--- src/rtl/fight_referee.sv ---
// fight_referee: match controller for the two-player fighting datapath.
//
// Generates the game tick, turns raw controller codes into one-shot
// per-tick action codes, resets both players at round start, detects KO or
// timeout and runs a best-of-N match.
//
// Ports:
//   clk, rst_n            clock, asynchronous active-low reset
//   start                 begin a match (honoured in IDLE / MATCH_OVER only)
//   left/right_raw_input  raw 6-bit action codes from the controllers
//   left/right_health     2-bit player health fed back from the players
//   left/right_player_input  gated one-shot action codes to the players
//   player_rst_n          registered active-low reset to both players
//   state                 FSM state (IDLE 0 .. MATCH_OVER 5)
//   round_timer           fight ticks remaining in the round
//   left/right_wins       rounds won so far (saturating at 3)
//   round_winner          00 none, 01 left, 10 right, 11 draw
//   match_winner          same encoding, 00 while the match runs
//
// Action issue timing: latched actions are presented on
// left/right_player_input for exactly one cycle, the cycle after a FIGHT
// tick that does not end the round; every other cycle they read 000000.
// There is no back-pressure: the players must consume the code that cycle.
module fight_referee #(
  parameter int TICK_CYCLES     = 4,
  parameter int COUNTDOWN_TICKS = 3,
  parameter int ROUND_TICKS     = 30,
  parameter int WINS_NEEDED     = 2,
  parameter int MAX_ROUNDS      = 5
) (
  input  logic       clk,
  input  logic       rst_n,
  input  logic       start,
  input  logic [5:0] left_raw_input,
  input  logic [5:0] right_raw_input,
  input  logic [1:0] left_health,
  input  logic [1:0] right_health,
  output logic [5:0] left_player_input,
  output logic [5:0] right_player_input,
  output logic       player_rst_n,
  output logic [2:0] state,
  output logic [4:0] round_timer,
  output logic [1:0] left_wins,
  output logic [1:0] right_wins,
  output logic [1:0] round_winner,
  output logic [1:0] match_winner
);

  localparam int TW = (TICK_CYCLES > 1) ? $clog2(TICK_CYCLES) : 1;
  localparam int PW = $clog2(COUNTDOWN_TICKS + 1);
  localparam int RW = $clog2(MAX_ROUNDS + 1);

  localparam logic [TW-1:0] TICK_LAST   = TW'(TICK_CYCLES - 1);
  localparam logic [PW-1:0] PHASE_LAST  = PW'(COUNTDOWN_TICKS - 1);
  localparam logic [RW-1:0] ROUNDS_MAX  = RW'(MAX_ROUNDS);
  localparam logic [4:0]    TIMER_START = 5'(ROUND_TICKS);
  localparam logic [1:0]    WINS_TARGET = 2'(WINS_NEEDED);

  typedef enum logic [2:0] {
    S_IDLE       = 3'd0,
    S_ROUND_INIT = 3'd1,
    S_COUNTDOWN  = 3'd2,
    S_FIGHT      = 3'd3,
    S_ROUND_END  = 3'd4,
    S_MATCH_OVER = 3'd5
  } state_t;

  state_t        state_q;
  logic [TW-1:0] tick_cnt;
  logic [PW-1:0] phase_cnt;
  logic [RW-1:0] round_cnt;
  logic [5:0]    left_latch;
  logic [5:0]    right_latch;

  logic          counting;
  logic          tick;
  logic [5:0]    left_legal;
  logic [5:0]    right_legal;
  logic [5:0]    left_next;
  logic [5:0]    right_next;
  logic          round_over;
  logic [1:0]    outcome;
  logic          match_done;
  logic [1:0]    match_result;

  assign state = state_q;

  // The tick counter only runs in the three timed states; holding it at 0
  // elsewhere and wrapping on every tick means it is 0 on entry to each.
  assign counting = (state_q == S_COUNTDOWN) || (state_q == S_FIGHT) ||
                    (state_q == S_ROUND_END);
  assign tick     = counting && (tick_cnt == TICK_LAST);

  // Legal codes are exactly the one-hot ones; anything else is a no-op.
  assign left_legal  = $onehot(left_raw_input)  ? left_raw_input  : 6'b000000;
  assign right_legal = $onehot(right_raw_input) ? right_raw_input : 6'b000000;

  // A fresh legal code arriving on the tick cycle still makes this issue.
  assign left_next  = (left_legal  != 6'b000000) ? left_legal  : left_latch;
  assign right_next = (right_legal != 6'b000000) ? right_legal : right_latch;

  // Round outcome, priority: double KO, single KO, timeout.
  always_comb begin
    round_over = 1'b0;
    outcome    = 2'b00;
    if (left_health == 2'd0 && right_health == 2'd0) begin
      round_over = 1'b1;
      outcome    = 2'b11;
    end else if (left_health == 2'd0) begin
      round_over = 1'b1;
      outcome    = 2'b10;
    end else if (right_health == 2'd0) begin
      round_over = 1'b1;
      outcome    = 2'b01;
    end else if (round_timer == 5'd0) begin
      round_over = 1'b1;
      if (left_health > right_health)      outcome = 2'b01;
      else if (right_health > left_health) outcome = 2'b10;
      else                                 outcome = 2'b11;
    end
  end

  // Match decision taken at the end of ROUND_END, using the updated wins.
  always_comb begin
    match_done   = 1'b0;
    match_result = 2'b00;
    if (left_wins == WINS_TARGET) begin
      match_done   = 1'b1;
      match_result = 2'b01;
    end else if (right_wins == WINS_TARGET) begin
      match_done   = 1'b1;
      match_result = 2'b10;
    end else if (round_cnt == ROUNDS_MAX) begin
      match_done = 1'b1;
      if (left_wins > right_wins)      match_result = 2'b01;
      else if (right_wins > left_wins) match_result = 2'b10;
      else                             match_result = 2'b11;
    end
  end

  always_ff @(posedge clk or negedge rst_n) begin
    if (!rst_n) begin
      state_q            <= S_IDLE;
      tick_cnt           <= '0;
      phase_cnt          <= '0;
      round_cnt          <= '0;
      left_latch         <= 6'b000000;
      right_latch        <= 6'b000000;
      left_player_input  <= 6'b000000;
      right_player_input <= 6'b000000;
      player_rst_n       <= 1'b0;
      round_timer        <= 5'd0;
      left_wins          <= 2'd0;
      right_wins         <= 2'd0;
      round_winner       <= 2'b00;
      match_winner       <= 2'b00;
    end else begin
      // Issued actions last one cycle only.
      left_player_input  <= 6'b000000;
      right_player_input <= 6'b000000;

      if (!counting)  tick_cnt <= '0;
      else if (tick)  tick_cnt <= '0;
      else            tick_cnt <= tick_cnt + 1'b1;

      case (state_q)
        S_IDLE, S_MATCH_OVER: begin
          if (state_q == S_IDLE) player_rst_n <= 1'b1;
          if (start) begin
            left_wins    <= 2'd0;
            right_wins   <= 2'd0;
            match_winner <= 2'b00;
            round_cnt    <= RW'(1);
            // Round-init values are set on entry so they are visible
            // during the single ROUND_INIT cycle.
            player_rst_n <= 1'b0;
            round_timer  <= TIMER_START;
            round_winner <= 2'b00;
            state_q      <= S_ROUND_INIT;
          end
        end

        S_ROUND_INIT: begin
          player_rst_n <= 1'b1;
          phase_cnt    <= '0;
          state_q      <= S_COUNTDOWN;
        end

        S_COUNTDOWN: begin
          left_latch  <= 6'b000000;
          right_latch <= 6'b000000;
          if (tick) begin
            if (phase_cnt == PHASE_LAST) begin
              phase_cnt <= '0;
              state_q   <= S_FIGHT;
            end else begin
              phase_cnt <= phase_cnt + 1'b1;
            end
          end
        end

        S_FIGHT: begin
          left_latch  <= left_next;
          right_latch <= right_next;
          if (tick) begin
            left_latch  <= 6'b000000;
            right_latch <= 6'b000000;
            if (round_over) begin
              round_winner <= outcome;
              if (outcome == 2'b01 && left_wins != 2'd3)
                left_wins <= left_wins + 2'd1;
              if (outcome == 2'b10 && right_wins != 2'd3)
                right_wins <= right_wins + 2'd1;
              phase_cnt <= '0;
              state_q   <= S_ROUND_END;
            end else begin
              left_player_input  <= left_next;
              right_player_input <= right_next;
              round_timer        <= round_timer - 5'd1;
            end
          end
        end

        S_ROUND_END: begin
          if (tick) begin
            if (phase_cnt == PHASE_LAST) begin
              phase_cnt <= '0;
              if (match_done) begin
                match_winner <= match_result;
                state_q      <= S_MATCH_OVER;
              end else begin
                round_cnt    <= round_cnt + 1'b1;
                player_rst_n <= 1'b0;
                round_timer  <= TIMER_START;
                round_winner <= 2'b00;
                state_q      <= S_ROUND_INIT;
              end
            end else begin
              phase_cnt <= phase_cnt + 1'b1;
            end
          end
        end

        default: state_q <= S_IDLE;
      endcase
    end
  end

endmodule

--- config.mk ---
export PLATFORM = sky130hd
export DESIGN_NAME = fight_referee
export DESIGN_NICKNAME = d
export VERILOG_FILES = /design/src/rtl/fight_referee.sv
export SDC_FILE = /design/constraint.sdc
export NUM_CORES = 1
export LEC_CHECK = 0
export ABC_CLOCK_PERIOD_IN_PS = 2500
export BUFFER_PORTS_ARGS = -buffer_cell sky130_fd_sc_hd__buf_2
export CORE_MARGIN = 5
export CORE_UTILIZATION = 40
export CTS_BUF_LIST = sky130_fd_sc_hd__clkbuf_4
export DETAILED_ROUTE_END_ITERATION = 16
export PLACE_DENSITY = 0.6
export SYNTH_ARGS = -nofsm -noshare
export SYNTH_HDL_FRONTEND = slang
export SYNTH_SLANG_ARGS = --single-unit
--- constraint.sdc ---
create_clock -name clk -period 2.5 [get_ports clk]
set_clock_uncertainty 0.15 [all_clocks]
set_input_delay 0.5 -clock clk [delete_from_list [all_inputs] [get_ports clk]]
set_output_delay 0.5 -clock clk [all_outputs]
set_load 0.005 [all_outputs]
Word level (Yosys, flattened, before mapping)
Cells that the tools add are included.
{"block": "totals", "regBits": 48, "word_cells": 177, "output_inout_bits": 29}
{"block": "classes", "n_mux": 84, "add_sub_neg": 16, "n_reduce_logical": 29, "n_eq_ne": 30, "n_lt_le_gt_ge": 4}
{"cell": "6-bit 2-to-1 mux", "count": 12}
{"cell": "2-bit 2-to-1 mux", "count": 30}
{"cell": "3-bit 2-to-1 mux", "count": 11}
{"cell": "5-bit 2-to-1 mux", "count": 6}
{"cell": "5-bit AND reduction", "count": 5}
{"cell": "6-bit case mux with 2 select lines", "count": 2}
{"cell": "7-bit AND reduction", "count": 3}
{"cell": "2-bit != test, second input constant", "count": 10}
{"cell": "3-bit case mux with 5 select lines", "count": 1}
{"cell": "5-bit case mux with 3 select lines", "count": 1}
{"cell": "1-bit 2-to-1 mux", "count": 14}
{"cell": "1-bit by 1-bit adder with 2-bit output", "count": 6}
{"cell": "2-bit case mux with 2 select lines", "count": 3}
{"cell": "2-bit case mux with 3 select lines", "count": 2}
{"cell": "6-bit nonzero test", "count": 2}
{"cell": "2-bit equality test, second input constant", "count": 5}
{"cell": "2-bit by 1-bit != test with 1-bit output, second input constant", "count": 5}
{"cell": "3-bit by 1-bit equality test with 1-bit output, second input constant", "count": 3}
{"cell": "3-bit equality test, second input constant", "count": 3}
{"cell": "3-bit nonzero test", "count": 3}
{"cell": "2-bit by 1-bit adder with 2-bit output, second input constant", "count": 4}
{"cell": "2-bit greater-than comparator", "count": 4}
{"cell": "2-bit by 2-bit adder with 3-bit output", "count": 2}
{"cell": "3-bit by 2-bit adder with 3-bit output", "count": 2}
{"cell": "15 further kinds", "count": 24}

Depth between registers and ports, before layout
Gate-level depths: netlist of run 1.
{"block": "logic_depth", "ltp_word": 13, "depth_mapped": 11}

Least setup slack after synthesis of run 1
OpenSTA, ideal clock, no wires.
{"block": "synth_timing", "path_kind": "input -> register", "from": "input left_raw_input[0]", "to": "register left_latch[0]", "stages": 10, "n_path_buf": 0, "arrival_ns": 3.180, "setup_ns": 0.121, "setup_slack_ns": -0.951, "cell_sequence": "inv_1 fa_1 fa_1 inv_1 ha_1 fa_1 nor3b_2 o31ai_1 a21bo_2 a22o_1"}
{"block": "synth_via", "elab_chain_len": 9}
{"element": "start, declared", "line_no": "34", "text": "input logic [5:0] left_raw_input,"}
{"element": "1-bit by 1-bit adder with 2-bit output (implied by the code)", "line_no": "95", "text": "assign left_legal = $onehot(left_raw_input) ? left_raw_input : 6'b000000;"}
{"element": "2-bit by 2-bit adder with 3-bit output (implied by the code)", "line_no": "95"}
{"element": "3-bit by 2-bit adder with 3-bit output (implied by the code)", "line_no": "95"}
{"element": "3-bit by 1-bit equality test with 1-bit output", "line_no": "95"}
{"element": "6-bit 2-to-1 mux (*)", "line_no": "95"}
{"element": "6-bit nonzero test", "line_no": "99", "text": "assign left_next = (left_legal != 6'b000000) ? left_legal : left_latch;"}
{"element": "6-bit 2-to-1 mux (*)", "line_no": "99"}
{"element": "6-bit 2-to-1 mux (*)", "line_no": "205", "text": "if (tick) begin"}
{"element": "6-bit case mux with 2 select lines (*)", "line_no": "166", "text": "case (state_q)"}
{"element": "end signal, assigned", "line_no": "203", "text": "left_latch <= left_next;"}
{"element": "end, declared", "line_no": "72", "text": "logic [5:0] left_latch;"}
Mark *: on every way between the ends. The rest lies on a longest branch, timed or not.
A chain may end at the register's enable or synchronous reset.

Worst setup path in the final report of run 1
Same ends and word-level chain as after synthesis.

==> results of run 1 <==
==> power by group <==
group	leakage [nW]	switching, W	internal [W]
combinational	1.03	0.000695	0.000617
sequential	0.630	0.000179	0.000925
clock	0.0654	0.000258	0.000412
==> what timing repair did <==
item,4_1_cts,5_1_grt
resized for setup,23,3
endpoints found under the setup margin,24,24
hold endpoints to repair,17,0
hold buffers,1,0
pin swaps,7,3
==> cell usage in the layout, fill, tap and decap left out, types with 3 or more instances in the layout <==
cell       count
dfrtp_1       48
buf_2         42
nor2_1        29
inv_1         23
buf_4         22
nand2_1       16
a22o_1        13
o21ai_1       12
ha_1          12
a22oi_2        9
o21ai_0        9
a21oi_1        9
nor3_1         6
fa_1           6
nor2b_1        5
clkbuf_4       5
buf_6          5
nand3_1        4
a31oi_1        4
inv_2          3
a22oi_1        3
nor4_1         3
o2bb2ai_1      3
bufinv_16      3
==> registers in the layout, summed over array words and instances (netlist names) <==
| register | flops |
|---|---|
| left_latch | 6 |
| left_player_input | 6 |
| right_latch | 6 |
| right_player_input | 6 |
| round_timer | 5 |
| round_cnt | 3 |
| state | 3 |
| left_wins | 2 |
| match_winner | 2 |
| phase_cnt | 2 |
| right_wins | 2 |
| round_winner | 2 |
| tick_cnt | 2 |
| player_rst_n | 1 |
==> final cells by class <==
cell class	instances	area, um2	share of cell area (%)
Sequential cell	48	1200	33.1
Clock buffer	5	37.5	1.03
Clock inverter	3	90.1	2.48
Multi-Input combinational cell	199	1590	43.7
Timing Repair Buffer	72	472	13.0
Tap cell	96	120	3.31
Inverter	29	126	3.48
==> logic make-up after synthesis <==
kind of cell | after synthesis | synth area share, %
compound gates | 86 | 22.6
mux | 3 | 1.09
simple gates | 89 | 18.3
flops | 48 | 42.0
xor+xnor | 1 | 0.306
fa+ha+maj | 20 | 10.3
buf+inv | 38 | 5.38
==> worst paths after layout <==
check | startpoint | to | slack (ns) | cells after the start
max in group asynchronous | rst_n | right_player_input[4] | 1.17 | 3
setup reg to reg | round_timer[0] | left_player_input[5] | 0.25 | 7
min in group asynchronous | rst_n | round_winner[0] | 0.43 | 2
hold / removal | right_raw_input[2] | right_latch[2] | 0.28 | 2
setup / recovery | left_raw_input[0] | left_latch[0] | -0.43 | 11
hold reg to reg | tick_cnt[0] | tick_cnt[0] | 0.30 | 1
==> per-stage QoR <==
stage | instance area, um2 | hold slack (ns) | setup WS, ns
after floorplan | 2910 | 0.0544 | -0.829
after CTS | 3620 | 0.263 | -0.425
after detailed placement | 3400 | 0.286 | -0.915
after global routing | 3630 | 0.270 | -0.505
after global placement | 3400 | 0.274 | -0.880
final | 3630 | 0.276 | -0.427
==> routing by layer <==
layer / share of wire, % / track usage (%)
met2: 47 / 25.3
met3: 4.3 / 2.71
met4: 0.97 / 3.25
met5: 0 / 0
met1: 47 / 20.5
==> worst register-to-register path: stages, from the launching register on <==
cell and delay [ns]:
dfrtp_1 0.42, inv_1 0.06, ha_1 0.25, nor4b_4 0.18
nor2_1 0.38, nand3_1 0.32, buf_4 0.27, nor2_1 0.14
==> flow_summary_export.csv, run 1 <==
group,metric,value,unit
timing,rsz0062_at_grt,"true",
layout,antenna_cells,0,
layout,drive_gt1_share,32.9,%
synth,async_flop_share,100,%
clock_network,clk_latency,0.37,ns
synth,synth_edf_count,0,
die,fp-row-count,30,
synth,synth-seq-area-share,42.0,%
synth,synth_nets,324,
synth,synth_common_cells,"48 x dfrtp_1, 29 x inv_1, 29 x nor2_1, 16 x nand2_1, 14 x ha_1",
critical_path,cp_num_buf_inv,4,
synth,synth_top_cell_area_share,42.0,%
die,pin_count,48,
critical_path,critPathMaxStageDelay,0.48,ns
synth,yosys.area.top_type,"dfrtp_1",
layout,finish.utilization,52.9,%
hold_path,hp-class,"in2reg",
clock_network,postCtsSetupBuffers,0,
routing,wl_per_cell,14.1,um
critical_path,arrival,3.09,ns
timing,fin_crit_sh,117,%
synth,ys_top_cells_by_area,"dfrtp_1 42%, ha_1 6.1%, fa_1 4.2%, a22o_1 4.0%, inv_1 3.8%",
grt,grt_antenna_before_repair,0,
timing,final_hold_viol_count,0,
routing,via_per_inst,5.13,
placed_design,gp_congestion,0.815,
die,initial_core_util,41.6,%
synth,synth.cell_area,2860,um2
die,core,6870,um2
grt,grt_usage,15.1,%
clock_network,cts_num_sinks,48,
synth,yosysMostFrequentCell,"dfrtp_1",
timing,finalSetupTns,-8.62,ns
layout,num-nets-final,394,
layout,fillers,633,
flow_run,cap_violations,0,
grt,grt_pass1_wl,10800,um
power_and_ir_drop,power.density,849,nW/um2
power_and_ir_drop,p_leak,1.73,nW
grt,grt_pass1_vias,2252,
critical_path,worstPathMaxFanout,7,
critical_path,crit_slowest_cell,"fa_1",
synth,synth_cells,285,
timing,clock.fmax,0.342,GHz
grt,grt_max_degree,20,
routing,via_count,2321,
placed_design,port_buffers,47,
critical_path,critPathRequiredTime,2.66,ns
clock_network,cts_tree,"done",
routing,dr.pass1.iters,5,
placed_design,dp_hpwl,4870,um
clock_network,cts_made_buffers,5,
critical_path,critPathLaunchType,"primary input",
synth,ys_types,58,
timing,drv_slew,0,
clock_network,path_clk_slew,0.14,ns
die,chipWidth,94.5,um
die,die_h,94.5,um
layout,post_layout_nonfiller_instances,452,
critical_path,crit_family,"adder cells",
clock_network,cts_root_buffer,"clkbuf_4",
timing,slew_headroom,62.5,%
grt,globalRoute.totalOverflow,0,
synth,synth_ff_type,"dfrtp_1",
timing,setup_violations,24,
layout,syn2layout_area_growth,27.1,%
timing,worstMarginPinSlew,0.557,ns
critical_path,path_cells,"buf_8, inv_8, fa_1, fa_1, inv_1, ha_2, fa_1, nor3b_4, buf_4, and3_2, a22o_1",
timing,setup_ws,-0.427,ns
synth,ys_seq_elements,48,
routing,drtIter0Drc,83,
die,dieArea,8940,um2
placed_design,dp.cells,443,
routing,route.detailed.drc,0,
run_status,violations,"negative setup slack",
synth,yosys_warnings,0,
timing,layout_min_cycle_time,2.93,ns
power_and_ir_drop,total_power,0.00308,W
synth,synth_area_per_cell,10.0,um2
clock_network,htree_levels,2,
routing,routed_wl,6360,um
power_and_ir_drop,ir_worst_vdd,307,uV
critical_path,cp-end-kind,"flop",
routing,ant_nets,0,
run_status,run_status,"finished with violations",
critical_path,path_class,"in2reg",
clock_network,clockBufferDepth,2,
critical_path,crit_top_cell,"fa_1",
No activity file was read; power rests on OpenSTA's default activity.
==> run 2, diff against run 1 <==
- GPL_TIMING_DRIVEN: unset -> 0
- SETUP_SLACK_MARGIN: unset -> 0.4
==> flow_summary_export.csv, run 2 (synthesis results as in run 1) <==
group,metric,value,unit
clock_network,path_clk_slew,0.14,ns
routing,drtIter0Drc,113,
flow_run,cap_violations,0,
layout,antenna_cells,0,
critical_path,worstPathMaxFanout,6,
routing,via_per_inst,5.21,
power_and_ir_drop,total_power,0.00302,W
clock_network,cts_root_buffer,"clkbuf_4",
routing,routed_wl,6870,um
hold_path,hp-class,"in2async",
critical_path,crit_family,"adder cells",
critical_path,arrival,3.13,ns
timing,fin_crit_sh,121,%
grt,grt_usage,16.0,%
clock_network,cts_tree,"done",
layout,syn2layout_area_growth,30.5,%
placed_design,dp_hpwl,4730,um
clock_network,clk_latency,0.36,ns
routing,route.met2.wl,3370,um
layout,post_layout_nonfiller_instances,458,
routing,ant_nets,0,
die,fp-row-count,30,
layout,num-nets-final,400,
die,chipWidth,94.5,um
timing,worstMarginPinSlew,1.05,ns
placed_design,gp_congestion,0.853,
placed_design,port_buffers,47,
routing,highest_layer,"met4",
grt,grt_pass1_vias,2378,
layout,drive_gt1_share,39.5,%
timing,rsz0062_at_grt,"true",
routing,met1_length,3060,um
layout,final_common_cell,"buf_2",
run_status,violations,"negative setup slack",
grt,grt_pass1_wl,11400,um
routing,route.detailed.drc,0,
critical_path,crit_top_cell,"fa_1",
layout,finish.utilization,54.3,%
power_and_ir_drop,ir_worst_vdd,341,uV
timing,drv_slew,0,
layout,final_cell_mix,"46 x buf_2, 45 x dfrtp_1, 28 x nor2_1, 22 x buf_4, 20 x inv_1",
routing,routed-wl-met3,344,um
clock_network,clockBufferDepth,2,
timing,slew_headroom,30.0,%
die,dieArea,8940,um2
critical_path,cp_num_buf_inv,3,
power_and_ir_drop,p_leak,1.73,nW
critical_path,critPathLaunchType,"primary input",
critical_path,path_class,"in2reg",
timing,layout_min_cycle_time,3.02,ns
clock_network,htree_levels,2,
layout,fillers,620,
die,core,6870,um2
critical_path,crit_slowest_cell,"fa_1",
run_status,run_status,"finished with violations",
die,initial_core_util,41.6,%
critical_path,critPathRequiredTime,2.61,ns
clock_network,cts_num_sinks,48,
timing,setup_ws,-0.525,ns
placed_design,dpl_worst_slack,-1.23,ns
clock_network,cts_made_buffers,5,
critical_path,critPathMaxStageDelay,0.49,ns
die,pin_count,48,
timing,final_hold_viol_count,0,
die,die_h,94.5,um
placed_design,dp.cells,428,
routing,via_count,2384,
grt,grt_max_degree,49,
power_and_ir_drop,power.density,811,nW/um2
routing,dr.pass1.iters,4,
grt,globalRoute.totalOverflow,0,
routing,wl_per_cell,15.0,um
grt,grt_antenna_before_repair,0,
timing,setup_violations,24,
critical_path,cp-end-kind,"flop",
timing,clock.fmax,0.331,GHz
critical_path,path_cells,"buf_8, inv_8, fa_1, fa_1, inv_1, ha_2, fa_1, nor3b_4, o31ai_4, a21bo_2, a22o_1",
## run 2: cell count changes in the layout (fill, tap and decap cells not counted), moves of 3 or more
cell       previous run  this run
dfrtp_1              48        45
dfrtp_2               0         3
buf_2                42        46
inv_1                23        20
ha_1                 12         9
bufinv_16             3         0
## run 2: layer usage
metal | up-vias | GRT usage [%]
met2 | 55 | 26.9
met4 | 0 | 3.49
met1 | 1145 | 21.2
li1 | 1177 | -
met5 | - | 0
met3 | 7 | 3.67
## run 2: path summary, 6_finish.rpt
path	to	depth (start not counted)	startpoint	slack [ns]
setup reg to reg	match_winner[1]	6	right_wins[0]	0.45
setup / recovery	left_latch[3]	11	left_raw_input[0]	-0.52
max in group asynchronous	state[0]	1	rst_n	1.34
hold / removal	round_winner[1]	1	rst_n	0.14
min in group clk	left_latch[3]	2	left_raw_input[3]	0.23
hold reg to reg	round_cnt[0]	1	round_cnt[0]	0.35
## run 2: what timing repair did
action / CTS / global route
hold buffers: 0 / 0
buffers inserted: 12 / 10
pin swaps: 16 / 19
gates resized for setup: 33 / 31
setup endpoints to repair: 31 / 35
## run 2: where the power goes
part / switching, W / leakage [nW] / internal (W) / total [W]
logic: 0.000805 / 1.08 / 0.000745 / 0.00155
clock network: 0.000249 / 0.0319 / 0.000123 / 0.000372
registers: 0.000174 / 0.626 / 0.000927 / 0.00110
## run 2: through the flow
step | hold WS [ns] | cell area, um2 | TNS (ns)
after floorplan | 0.0544 | 2910 | -16.73
after global placement | 0.278 | 3260 | -25.36
after detailed placement | 0.281 | 3260 | -26.38
after CTS | 0.186 | 3530 | -11.87
after global routing | 0.205 | 3730 | -12.42
final | 0.141 | 3730 | -11.13
## run 2: cell type report
cell class,instances,area [um2],share of cell area (%)
multi-input combinational,199,1700,45.6
sequential,48,1200,32.3
timing repair buffer,69,457,12.2
inverter,29,129,3.46
tap,96,120,3.22
buffer,9,56.3,1.51
clock buffer,6,45.0,1.21
clock inverter,2,16.3,0.436
